$ cat config.mk
export PLATFORM = sky130hd
export DESIGN_NAME = alu_seq
export DESIGN_NICKNAME = d
export VERILOG_FILES = /design/src/rtl/alu_pkg.sv /design/src/rtl/alu_mul_iter.sv /design/src/rtl/alu_seq.sv
export SDC_FILE = /design/constraint.sdc
export NUM_CORES = 1
export LEC_CHECK = 0
export ABC_AREA = 0
export BUFFER_PORTS_ARGS = -buffer_cell sky130_fd_sc_hd__buf_2
export CAP_MARGIN = 20
export CELL_PAD_IN_SITES_DETAIL_PLACEMENT = 1
export CELL_PAD_IN_SITES_GLOBAL_PLACEMENT = 2
export CORE_MARGIN = 2
export CORE_UTILIZATION = 38
export CTS_CLUSTER_DIAMETER = 50
export DETAILED_ROUTE_END_ITERATION = 8
export GPL_ROUTABILITY_DRIVEN = 0
export PLACE_DENSITY_LB_ADDON = 0.1
export SLEW_MARGIN = 20
export SYNTH_ARGS = -nofsm -noshare
export SYNTH_HDL_FRONTEND = slang
export SYNTH_SLANG_ARGS = --single-unit
$ cat constraint.sdc
create_clock -name clk -period 10 [get_ports clk]
set_input_delay 2 -clock clk [delete_from_list [all_inputs] [get_ports clk]]
set_output_delay 2 -clock clk [all_outputs]
set_load 0.01 [all_outputs]
$ cat src/rtl/alu_pkg.sv
// Shared opcode and FSM definitions for the sequential ALU.
// Latency: n/a (definitions only).
// Backpressure: n/a (definitions only).
package alu_pkg;

   localparam int OP_W = 3;

   localparam logic [OP_W-1:0] OP_ADD   = 3'b000;
   localparam logic [OP_W-1:0] OP_AND   = 3'b001;
   localparam logic [OP_W-1:0] OP_SUB   = 3'b010;
   localparam logic [OP_W-1:0] OP_OR    = 3'b011;
   localparam logic [OP_W-1:0] OP_XOR   = 3'b100;
   localparam logic [OP_W-1:0] OP_SLT   = 3'b101;
   localparam logic [OP_W-1:0] OP_MUL   = 3'b110;
   localparam logic [OP_W-1:0] OP_PASSB = 3'b111;

   typedef enum logic [1:0] {
      IDLE = 2'd0,
      BUSY = 2'd1,
      DONE = 2'd2
   } state_t;

endpackage

$ cat src/rtl/alu_mul_iter.sv
// Shift-add multiplier datapath: one partial product per cycle after start.
// Latency: done pulses in the WIDTH-th cycle after start, product valid with it.
// Backpressure: none; the caller must capture product on the done cycle.
module alu_mul_iter #(
   parameter int WIDTH = 8,
   parameter int CNT_W = $clog2(WIDTH + 1)
) (
   input  logic               clk,
   input  logic               rst,
   input  logic               start,
   input  logic [WIDTH-1:0]   a,
   input  logic [WIDTH-1:0]   b,
   output logic               done,
   output logic [2*WIDTH-1:0] product
);

   logic               run;
   logic [WIDTH-1:0]   mcand;
   logic [WIDTH-1:0]   mplier;
   logic [2*WIDTH-1:0] acc;
   logic [2*WIDTH-1:0] acc_nxt;
   logic [CNT_W-1:0]   cnt;

   // Next accumulator value; product is exposed early so the final add lands in the caller's register.
   always_comb begin
      acc_nxt = acc;
      if (mplier[0]) begin
         acc_nxt = acc + ({{WIDTH{1'b0}}, mcand} << cnt);
      end
      done    = run && (cnt == CNT_W'(WIDTH - 1));
      product = acc_nxt;
   end

   // Operand latch on start, then one iteration per cycle until the last bit is consumed.
   always_ff @(posedge clk) begin
      if (rst) begin
         run    <= 1'b0;
         mcand  <= '0;
         mplier <= '0;
         acc    <= '0;
         cnt    <= '0;
      end else if (start) begin
         run    <= 1'b1;
         mcand  <= a;
         mplier <= b;
         acc    <= '0;
         cnt    <= '0;
      end else if (run) begin
         acc    <= acc_nxt;
         mplier <= mplier >> 1;
         cnt    <= cnt + CNT_W'(1);
         if (done) begin
            run <= 1'b0;
         end
      end
   end

endmodule

$ cat src/rtl/alu_seq.sv
// Clocked ALU with valid/ready handshake, eight ops including iterative multiply.
// Latency: accept to out_valid is 1 cycle (single-cycle ops) or WIDTH+1 cycles (MUL).
// Backpressure: result held in DONE until out_ready; in_ready only high in IDLE.
module alu_seq
   import alu_pkg::*;
#(
   parameter int WIDTH = 8
) (
   input  logic             clk,
   input  logic             rst,
   input  logic             in_valid,
   output logic             in_ready,
   input  logic [WIDTH-1:0] a,
   input  logic [WIDTH-1:0] b,
   input  logic [OP_W-1:0]  op,
   output logic             out_valid,
   input  logic             out_ready,
   output logic [WIDTH-1:0] c,
   output logic             zero,
   output logic             carry,
   output logic             ovf
);

   localparam int CNT_W = $clog2(WIDTH + 1);

   state_t             state_q;
   state_t             state_d;
   logic               mul_start;
   logic               mul_done;
   logic [2*WIDTH-1:0] product;
   logic               load_alu;
   logic               load_mul;
   logic [WIDTH:0]     sum;
   logic [WIDTH:0]     diff;
   logic [WIDTH-1:0]   alu_c;
   logic               alu_carry;
   logic               alu_ovf;

   alu_mul_iter #(
      .WIDTH (WIDTH),
      .CNT_W (CNT_W)
   ) u_mul (
      .clk     (clk),
      .rst     (rst),
      .start   (mul_start),
      .a       (a),
      .b       (b),
      .done    (mul_done),
      .product (product)
   );

   // Single-cycle ops straight from the live inputs; only captured on accept.
   always_comb begin
      sum       = {1'b0, a} + {1'b0, b};
      diff      = {1'b0, a} - {1'b0, b};
      alu_c     = b;
      alu_carry = 1'b0;
      alu_ovf   = 1'b0;
      case (op)
         OP_ADD: begin
            alu_c     = sum[WIDTH-1:0];
            alu_carry = sum[WIDTH];
            alu_ovf   = (a[WIDTH-1] == b[WIDTH-1]) && (sum[WIDTH-1] != a[WIDTH-1]);
         end
         OP_SUB: begin
            alu_c     = diff[WIDTH-1:0];
            alu_carry = diff[WIDTH];
            alu_ovf   = (a[WIDTH-1] != b[WIDTH-1]) && (diff[WIDTH-1] != a[WIDTH-1]);
         end
         OP_AND:   alu_c = a & b;
         OP_OR:    alu_c = a | b;
         OP_XOR:   alu_c = a ^ b;
         OP_SLT:   alu_c = {{(WIDTH-1){1'b0}}, ($signed(a) < $signed(b))};
         OP_PASSB: alu_c = b;
         default:  alu_c = b;
      endcase
   end

   // Handshake FSM: next state plus the strobes that load the result registers.
   always_comb begin
      state_d   = state_q;
      in_ready  = 1'b0;
      out_valid = 1'b0;
      mul_start = 1'b0;
      load_alu  = 1'b0;
      load_mul  = 1'b0;
      case (state_q)
         IDLE: begin
            in_ready = 1'b1;
            if (in_valid) begin
               if (op == OP_MUL) begin
                  mul_start = 1'b1;
                  state_d   = BUSY;
               end else begin
                  load_alu = 1'b1;
                  state_d  = DONE;
               end
            end
         end
         BUSY: begin
            if (mul_done) begin
               load_mul = 1'b1;
               state_d  = DONE;
            end
         end
         DONE: begin
            out_valid = 1'b1;
            if (out_ready) begin
               state_d = IDLE;
            end
         end
         default: state_d = IDLE;
      endcase
   end

   // State register.
   always_ff @(posedge clk) begin
      if (rst) begin
         state_q <= IDLE;
      end else begin
         state_q <= state_d;
      end
   end

   // Result/flag registers; zero is derived from whichever value is being stored.
   always_ff @(posedge clk) begin
      if (rst) begin
         c     <= '0;
         zero  <= 1'b0;
         carry <= 1'b0;
         ovf   <= 1'b0;
      end else if (load_alu) begin
         c     <= alu_c;
         zero  <= (alu_c == '0);
         carry <= alu_carry;
         ovf   <= alu_ovf;
      end else if (load_mul) begin
         c     <= product[WIDTH-1:0];
         zero  <= (product[WIDTH-1:0] == '0);
         carry <= |product[2*WIDTH-1:WIDTH];
         ovf   <= 1'b0;
      end
   end

endmodule

==> flow_summary.yaml, run 1 <==
run_status:
  outcome: "finished, final reports clean"
logic_synthesis:
  postSynthAreaPerCell_sq_um: 7.370
  synth-seq-cells: 50
  synthArstFlopShare: 0
  yosys_warnings: 0
  ys.flop_type: "dfxtp_1"
  syn-num-nets: 688
  synth_top_cells_by_count: "nor2_1 (80), nand2_1 (68), a21oi_1 (57)"
  synth_edf_count: 0
  synth.most_common_cell: "nor2_1"
  yosysTopAreaCell: "dfxtp_1"
  yosysSeqAreaShare: 0.2183
  synthesis.area_sq_um: 4584
  synth_cell_type_count: 66
  synth_cells: 622
  synth_top_area_share: 0.2183
  synthTopCellsByArea: "dfxtp_1 (22%), ha_1 (11%), nor2_1 (6.6%)"
sta:
  clock_skew_ns: 0.007996
  drv_slew: 0
  fin_crit_sh: 0.4512
  period_needed_ns: 4.512
  setup_tns_ns: 0
  rsz0062_at_grt: "false"
  timing.final.ws_setup_ns: 5.488
  hold_viol_final: 0
  worstMarginPinSlew_ns: 0.8477
  fmax_mhz: 221.6
  slew_headroom: 0.4348
  finalSetupViolCount: 0
critical_path:
  start_kind: "primary input"
  end_kind: "register"
  worstPathMaxFanout: 25
  critPathKind: "primary input to register"
  worstPathRequired_ns: 10.20
  crit_arrival_ns: 4.71
clock_network:
  clock_path_buffers: 2
  htree_num_levels: 2
  clkTransAtPathRegs_ns: 0.07
  holdBufCountCts: 0
  post-cts-setup-buffer-count: 0
  cts_root_buffer: "clkbuf_16"
  cts_tree: "built"
  cts_resized: 0
  cts_buffers: 5
  clk_latency_ns: 0.30
  cts.sinks: 50
floorplanning:
  die-height_um: 113.8
  dieArea_sq_um: 12960
  rows: 40
  start_util: 0.3849
  io-pin-count: 36
  dieWidth_um: 113.8
  core_area_sq_um: 11910
routing:
  wirelength_um: 14560
  drcViolationCount: 0
  detail_route.wl_per_cell_um: 18.59
  vias: 4470
  first_pass_iters: 4
  via_per_inst: 5.709
  drt-initial-drc-count: 213
  ant_nets: 0
place:
  hpwl_um: 11630
  place_ws_ns: 5.169
  placed_area_sq_um: 4831
  port_buffers: 35
  place_inst: 775
global_routing:
  grt_pass1_wl_um: 24100
  track_usage: 0.2326
  grt_pass1_vias: 4661
  grt_max_degree: 39
  antenna_found_initial: 0
  overflow: 0
layout:
  antenna_cells: 0
  stdcell_area_sq_um: 5000
  drive_above_1_share: 0.1179
  instances_no_fill: 783
  layout.nets: 701
  area_delta_synth_final_pct: 9.061
pwr:
  leakagePower_nw: 2.022
  power_density_nw_per_um2: 105.7
  peakVddDrop_mv: 0.06432
min_path:
  hold_path.class: "register to register"
flow_run:
  maxCapViolCount: 0
==> routing by layer <==
layer / wire (um) / global-route usage / vias to the layer above
met5: 0 / 0 / -
met4: 393 / 0.07805 / 0
met3: 228 / 0.02125 / 23
met2: 7311 / 0.4176 / 50
met1: 6625 / 0.2925 / 2157
li1: - / - / 2240
==> final timing paths <==
check	start	end	slack [ns]	cells past startpoint
worst max-delay path	op[0]	u_mul.acc[0]	5.49	6
worst min-delay path	u_mul.mcand[2]	u_mul.mcand[2]	0.49	2
worst max register to register	u_mul.cnt[1]	u_mul.acc[15]	6.04	14
worst min register to register	u_mul.mcand[2]	u_mul.mcand[2]	0.49	2
==> cells in the final DEF, fill, tap and decap left out, types with 14 or more instances in the layout <==
cell | Yosys | layout
inv_1 | 34 | 34
nor3_1 | 14 | 14
a211oi_1 | 21 | 21
ha_1 | 40 | 40
a21oi_1 | 57 | 57
o21ai_0 | 37 | 37
mux2i_1 | 29 | 29
nand2_1 | 68 | 68
buf_2 | 6 | 35
dfxtp_1 | 50 | 50
nor2_1 | 80 | 80
==> kinds of logic after synthesis <==
kind of cell,after synthesis,synth area share
xor gates and xnor gates,17,0.03248
adders and majority gates,43,0.1223
AOI/OAI and AO/OA,181,0.2525
muxes,39,0.09034
buffers and inverters,70,0.06141
DFF,50,0.2183
and+or+nand+nor,222,0.2227
==> critical path, stage by stage <==
cell	delay [ns]
buf_2	0.32
clkinv_1	0.34
nand2_1	0.26
or3_1	0.69
nand2b_1	0.67
a211oi_1	0.39
==> flip-flops by register name, summed over array words and instances (netlist names) <==
name	count
zero	1
u_mul.acc	16
u_mul.run	1
u_mul.mplier	8
state_q	2
carry	1
c	8
ovf	1
u_mul.cnt	4
u_mul.mcand	8
==> through the flow <==
stage | utilization | power (W) | hold WS [ns]
6_report | 0.4197 | 0.0005287 | 0.4862
5_1_grt | 0.4197 | 0.0005573 | 0.5134
4_1_cts | 0.4197 | 0.0005342 | 0.4848
3_5_place_dp | 0.4056 | 0.0003356 | 0.4745
3_3_place_gp | 0.4056 | 0.0003325 | 0.4696
2_1_floorplan | - | 0.0002968 | 0.4452
==> cell type report <==
type | count | area [sq um]
Timing Repair Buffer | 39 | 205.2
Clock buffer | 5 | 125.1
Multi-Input combinational cell | 502 | 3302
Sequential cell | 50 | 1001
Fill cell | 1498 | 6912
Clock inverter | 3 | 43.79
Inverter | 37 | 138.9
Tap cell | 147 | 183.9
==> power breakdown <==
group          switching (W)  internal (W)
clock              0.0000793      0.000119
combinational      0.0000756     0.0000440
sequential        0.00000552      0.000206
(Power assumes the default switching activity.)
==> run 2: changes to the inputs <==
--- a/config.mk
+++ b/config.mk
@@ -5,13 +5,13 @@
 export SDC_FILE = /design/constraint.sdc
 export NUM_CORES = 1
 export LEC_CHECK = 0
-export ABC_AREA = 0
+export ABC_AREA = 1
 export BUFFER_PORTS_ARGS = -buffer_cell sky130_fd_sc_hd__buf_2
 export CAP_MARGIN = 20
 export CELL_PAD_IN_SITES_DETAIL_PLACEMENT = 1
 export CELL_PAD_IN_SITES_GLOBAL_PLACEMENT = 2
 export CORE_MARGIN = 2
-export CORE_UTILIZATION = 38
+export CORE_UTILIZATION = 33
 export CTS_CLUSTER_DIAMETER = 50
 export DETAILED_ROUTE_END_ITERATION = 8
 export GPL_ROUTABILITY_DRIVEN = 0
==> constraint.sdc (replaced) <==
create_clock -name clk -period 4.45 [get_ports clk]
set_input_delay 0.89 -clock clk [delete_from_list [all_inputs] [get_ports clk]]
set_output_delay 0.89 -clock clk [all_outputs]
set_load 0.01 [all_outputs]
==> flow_summary.yaml, run 2 <==
run_status:
  outcome: "finished, final reports clean"
floorplanning:
  rows: 43
  core_area_sq_um: 13830
  dieArea_sq_um: 15060
  dieWidth_um: 122.7
  io-pin-count: 36
  die-height_um: 122.7
  start_util: 0.3364
sta:
  hold_viol_final: 0
  setup_tns_ns: 0
  drv_slew: 0
  period_needed_ns: 3.531
  rsz0062_at_grt: "false"
  finalSetupViolCount: 0
  fin_crit_sh: 0.7935
  fmax_mhz: 283.2
  slew_headroom: 0.4040
  clock_skew_ns: 0.01220
  worstMarginPinSlew_ns: 0.8908
logic_synthesis:
  synth_mux_area_frac: 0.002152
  synth_top_cells_by_count: "nand2_1 (203), inv_1 (103), nand3_1 (78)"
  syn-num-nets: 834
  synth_edf_count: 0
  synth-seq-cells: 50
  yosysSeqAreaShare: 0.2152
  synth.most_common_cell: "nand2_1"
  yosysTopAreaCell: "dfxtp_1"
  synthArstFlopShare: 0
  synth_compound_area_frac: 0.1778
  synth_cells: 768
  postSynthAreaPerCell_sq_um: 6.057
  yosys_warnings: 0
  synth_xor_xnor_area_share: 0.01694
  synthAdderAreaFrac: 0.1205
  ys.flop_type: "dfxtp_1"
  synth_cell_type_count: 41
  synthesis.area_sq_um: 4652
  synthSimpleGateAreaFrac: 0.3488
  synth_top_area_share: 0.2152
  synth_top_family_by_area: "simple AND/OR/NAND/NOR gates"
  synthTopCellsByArea: "dfxtp_1 (22%), nand2_1 (16%), ha_1 (11%)"
critical_path:
  critPathKind: "register to register"
  crit_path_frequent_cell: "nand2_1"
  worstPathRequired_ns: 4.65
  path_delay_family: "simple AND/OR/NAND/NOR gates"
  worst-path-buf-inv: 3
  cpMaxStageDelayCell: "dfxtp_1"
  end_kind: "register"
  worstPathMaxFanout: 11
  start_kind: "register"
  crit_arrival_ns: 3.74
  max_stage_delay_ns: 0.55
  path_cells: "inv_2 -> nand2_1 -> inv_1 -> o21ai_0 -> inv_1 -> o21ai_0 -> nor2_1 -> ha_1 -> nand2_1 -> nor2_1 -> nand3_1 -> nand4_1 -> nand3_1 -> o21ai_0 -> nand2_1 -> nor2_1 -> nand3_1 -> nand2_1 -> a21oi_1"
routing:
  ant_nets: 0
  wirelength_um: 16470
  drcViolationCount: 0
  drt-initial-drc-count: 222
  detail_route.wl_per_cell_um: 16.95
  first_pass_iters: 7
  via_per_inst: 5.171
  vias: 5026
global_routing:
  track_usage: 0.2304
  grt_pass1_vias: 5208
  overflow: 0
  busiest_layer: "met2"
  grt_util_met2: 0.4227
  grt_max_degree: 41
  grt_util_met3: 0.02881
  antenna_found_initial: 0
  grt_pass1_wl_um: 26850
  met1_usage: 0.2734
pwr:
  peakVddDrop_mv: 0.1397
  power_density_nw_per_um2: 231.3
  leakagePower_nw: 2.584
layout:
  mostFrequentLayoutCells: "nand2_1 (203), inv_1 (103), nand3_1 (78), nor2_1 (65), a21oi_1 (57)"
  layout.nets: 857
  largest_reg_flops: 16
  area_delta_synth_final_pct: 10.06
  drive_above_1_share: 0.09596
  regArea_sq_um: 1001
  fillers: 1879
  layout_commonest_cell: "nand2_1"
  fin_util: 0.3703
  multi_input_area_sq_um: 3099
  antenna_cells: 0
  regMostFlops: "u_mul.acc"
clock_network:
  cts.sinks: 50
  clkTransAtPathRegs_ns: 0.08
  htree_num_levels: 2
  cts_buffers: 5
  post-cts-setup-buffer-count: 0
  holdBufCountCts: 0
  clock_path_buffers: 2
  cts_tree: "built"
  clk_latency_ns: 0.31
  cts_root_buffer: "clkbuf_16"
  cts_resized: 0
min_path:
  hold_path.class: "register to register"
place:
  hpwl_um: 13590
  port_buffers: 35
flow_run:
  maxCapViolCount: 0
run 2: cell types whose count changed in the layout (fill, tap and decap cells not counted), sizes merged, moves of 9 or more:
| cell | change |
|---|---|
| a211oi | -22 |
| nand3 | +68 |
| nor2 | -13 |
| nor3 | -10 |
| inv | +79 |
| o21ai | +9 |
| mux2i | -28 |
| mux2 | -9 |
| nand2 | +137 |
| a31oi | +10 |
run 2: final cells by class:
class                   instances  area share
inverters                     116     0.08504
clock inverters                 3    0.005621
flip-flops and latches         50      0.1955
clock buffers                   5     0.02444
repair buffers                 39     0.04008
well taps                     180     0.04399
multi-input cells             579      0.6053
run 2: per-stage QoR:
step                      total power [W]  hold WS [ns]  worst slack [ns]  cells  instance area (sq um)
after global placement          0.0007789        0.4530             1.076    964                   4966
after global routing             0.001255        0.5013            0.5506    972                   5120
after detailed placement        0.0007843        0.4648            0.9304    964                   4966
after CTS                        0.001204        0.4774            0.9123    972                   5120
after floorplan                 0.0006828        0.4415             1.953    768                   4652
final                            0.001184        0.4711            0.9187    972                   5120
run 2: per-layer routing:
layer | routed length (um) | vias to the layer above | share of wire
met1 | 7205 | 2374 | 0.44
met5 | 0 | - | 0
li1 | - | 2571 | -
met3 | 410 | 25 | 0.025
met4 | 414 | 0 | 0.025
met2 | 8443 | 56 | 0.51
run 2: worst register-to-register path: cells and delay by family, from the launching register on:
kind | cells | cell delay (ns)
buffers and inverters | 3 | 0.28
AND/OR/NAND/NOR | 11 | 1.53
AO/OA/AOI/OAI | 4 | 0.71
flip-flops | 1 | 0.55
adder cells (fa/ha/maj) | 1 | 0.38
run 2: logic make-up (layout without fill, tap and decap cells):
group	count (synthesis)	in the layout
simple gates	379	379
flops	50	50
xor+xnor	9	9
fa+ha+maj	43	43
buf+inv	139	163
compound gates	147	147
mux	1	1
run 2: power by group:
part           switching (W)  internal (W)  total (W)
clock               0.000195      0.000215   0.000410
sequential         0.0000145      0.000466   0.000480
combinational       0.000199     0.0000950   0.000294
run 2: worst paths after layout:
check,startpoint,to,slack [ns],cells past startpoint
worst max-delay path,u_mul.cnt[0],carry,0.92,19
worst min register to register,c[1],c[1],0.47,2
worst max register to register,u_mul.cnt[0],carry,0.92,19
worst min-delay path,c[1],c[1],0.47,2
==> run 3: changes to the inputs <==
--- a/config.mk
+++ b/config.mk
@@ -11,7 +11,7 @@
 export CELL_PAD_IN_SITES_DETAIL_PLACEMENT = 1
 export CELL_PAD_IN_SITES_GLOBAL_PLACEMENT = 2
 export CORE_MARGIN = 2
-export CORE_UTILIZATION = 33
+export CORE_UTILIZATION = 30
 export CTS_CLUSTER_DIAMETER = 50
 export DETAILED_ROUTE_END_ITERATION = 8
 export GPL_ROUTABILITY_DRIVEN = 0
==> constraint.sdc (replaced) <==
create_clock -name clk -period 3.15 [get_ports clk]
set_input_delay 0.63 -clock clk [delete_from_list [all_inputs] [get_ports clk]]
set_output_delay 0.63 -clock clk [all_outputs]
set_load 0.01 [all_outputs]
==> flow_summary.yaml, run 3 (same netlist as run 2, synthesis figures left out) <==
critical_path:
  worstPathRequired_ns: 3.34
  start_kind: "register"
  critPathKind: "register to register"
  worstPathMaxFanout: 10
  crit_arrival_ns: 3.10
  end_kind: "register"
  reg2reg_setup_slack_ns: 0.24
clock_network:
  clkTransAtPathRegs_ns: 0.08
  cts.sinks: 50
  cts_buffers: 5
  clk_latency_ns: 0.31
  cts_root_buffer: "clkbuf_16"
  htree_num_levels: 2
  cts_tree: "built"
  clock_path_buffers: 2
flow_run:
  maxCapViolCount: 0
sta:
  hold_viol_final: 0
  period_needed_ns: 2.910
  clock_skew_ns: 0.01382
  fin_crit_sh: 0.9237
  hold_ws_ns: 0.4651
  timing.final.ws_setup_ns: 0.2403
  slew_headroom: 0.5935
  fmax_mhz: 343.7
  worstMarginPinSlew_ns: 0.6033
  finalSetupViolCount: 0
  drv_slew: 0
floorplanning:
  die-height_um: 128.5
  dieWidth_um: 128.5
  rows: 45
  dieArea_sq_um: 16520
  start_util: 0.3060
  io-pin-count: 36
  core_area_sq_um: 15200
pwr:
  peakVddDrop_mv: 0.2412
  seqPwrFrac: 0.402
  leakagePower_nw: 2.673
  clkPwrFrac: 0.344
  p_comb_frac: 0.254
  power.switching_w: 0.0005839
  p_sw_frac: 0.3459
  power_density_nw_per_um2: 316.9
  internal_power_w: 0.001104
layout:
  drive_above_1_share: 0.1386
  stdcell_area_sq_um: 5326
  antenna_cells: 0
  regMostFlops: "u_mul.acc"
  layout_commonest_cell: "nand2_1"
  area_delta_synth_final_pct: 14.50
  instances_no_fill: 996
  largest_reg_flops: 16
  layout.nets: 873
  mostFrequentLayoutCells: "nand2_1 (197), inv_1 (102), nand3_1 (77), nor2_1 (60), a21oi_1 (54)"
place:
  place_ws_ns: 0.02735
  hpwl_um: 14200
  placed_area_sq_um: 5051
  port_buffers: 35
  place_inst: 982
global_routing:
  antenna_found_initial: 0
  track_usage: 0.2143
  overflow: 0
  grt_pass1_wl_um: 27640
  grt_pass1_vias: 5318
  grt_max_degree: 33
routing:
  detail_route.wl_per_cell_um: 17.16
  vias: 5070
  via_per_inst: 5.090
  wirelength_um: 17100
  drt-initial-drc-count: 203
  first_pass_iters: 5
  drcViolationCount: 0
  ant_nets: 0
min_path:
  hold_path.class: "register to register"
run_status:
  outcome: "finished, final reports clean"
-- run 3: cell count changes in the layout (fill, tap and decap cells not counted), sizes merged --
cell | previous run | this run
clkinvlp | 0 | 1
buf | 39 | 55
inv | 116 | 115
-- run 3: final timing paths --
kind | from | end | cells after the start
max | u_mul.cnt[0] | carry | 20
max reg2reg | u_mul.cnt[0] | carry | 20
min | ovf | ovf | 2
min reg2reg | ovf | ovf | 2
-- run 3: layout make-up --
cell class              count  area [sq um]
clock buffers               5         125.1
clock inverters             3         28.78
fillers                  2024          9876
inverters                 116         439.2
multi-input cells         579          3167
flip-flops and latches     50          1002
well taps                 188         235.2
repair buffers             55         329.1
-- run 3: what timing repair did --
item                                   in CTS  in global routing
hold buffers                                0                  0
buffers inserted                            0                  6
setup endpoints to repair                   0                  5
endpoints found under the hold margin       0                  0
gates resized for setup                     0                 25
-- run 3: critical path: stages, from the launching register on --
cell and delay [ns]:
dfxtp_1 0.36, buf_6 0.15, mux2i_4 0.24, nand2_1 0.07
nand2_1 0.08, nand2_1 0.06, o21ai_0 0.10, nor2_1 0.10
ha_1 0.38, nand2_2 0.13, inv_1 0.07, a21oi_1 0.20
nand2_1 0.12, nand2_1 0.07, nand3_1 0.07, o21ai_2 0.11
nand3_1 0.12, nor2_2 0.15, nand3_1 0.10, nand2_1 0.07
a21oi_1 0.06
-- run 3: power groups by stage --
stage	combinational (W)	clock [W]	sequential, W
after floorplan	0.000274	0	0.000691
after global placement	0.000418	0	0.000693
after detailed placement	0.000424	0	0.000693
after CTS	0.000427	0.000600	0.000678
after global routing	0.000486	0.000619	0.000682
final	0.000429	0.000580	0.000678
-- run 3: metrics by stage --
| step | util | total power [W] | TNS, ns |
|---|---|---|---|
| finish | 0.3504 | 0.001688 | 0 |
| global route | 0.3504 | 0.001786 | -0.01373 |
| CTS | 0.3424 | 0.001705 | 0 |
| detailed placement | 0.3323 | 0.001117 | 0 |
| global placement | 0.3323 | 0.001111 | 0 |
| floorplan | - | 0.0009646 | 0 |
-- run 3: metal layers --
metal | GRT usage | part of all wire | wire length, um | vias to the layer above
li1 | - | - | - | 2592
met5 | 0 | 0 | 0 | -
met3 | 0.02703 | 0.021 | 358 | 14
met4 | 0.05435 | 0.014 | 240 | 0
met2 | 0.4086 | 0.52 | 8868 | 61
met1 | 0.2528 | 0.45 | 7627 | 2403
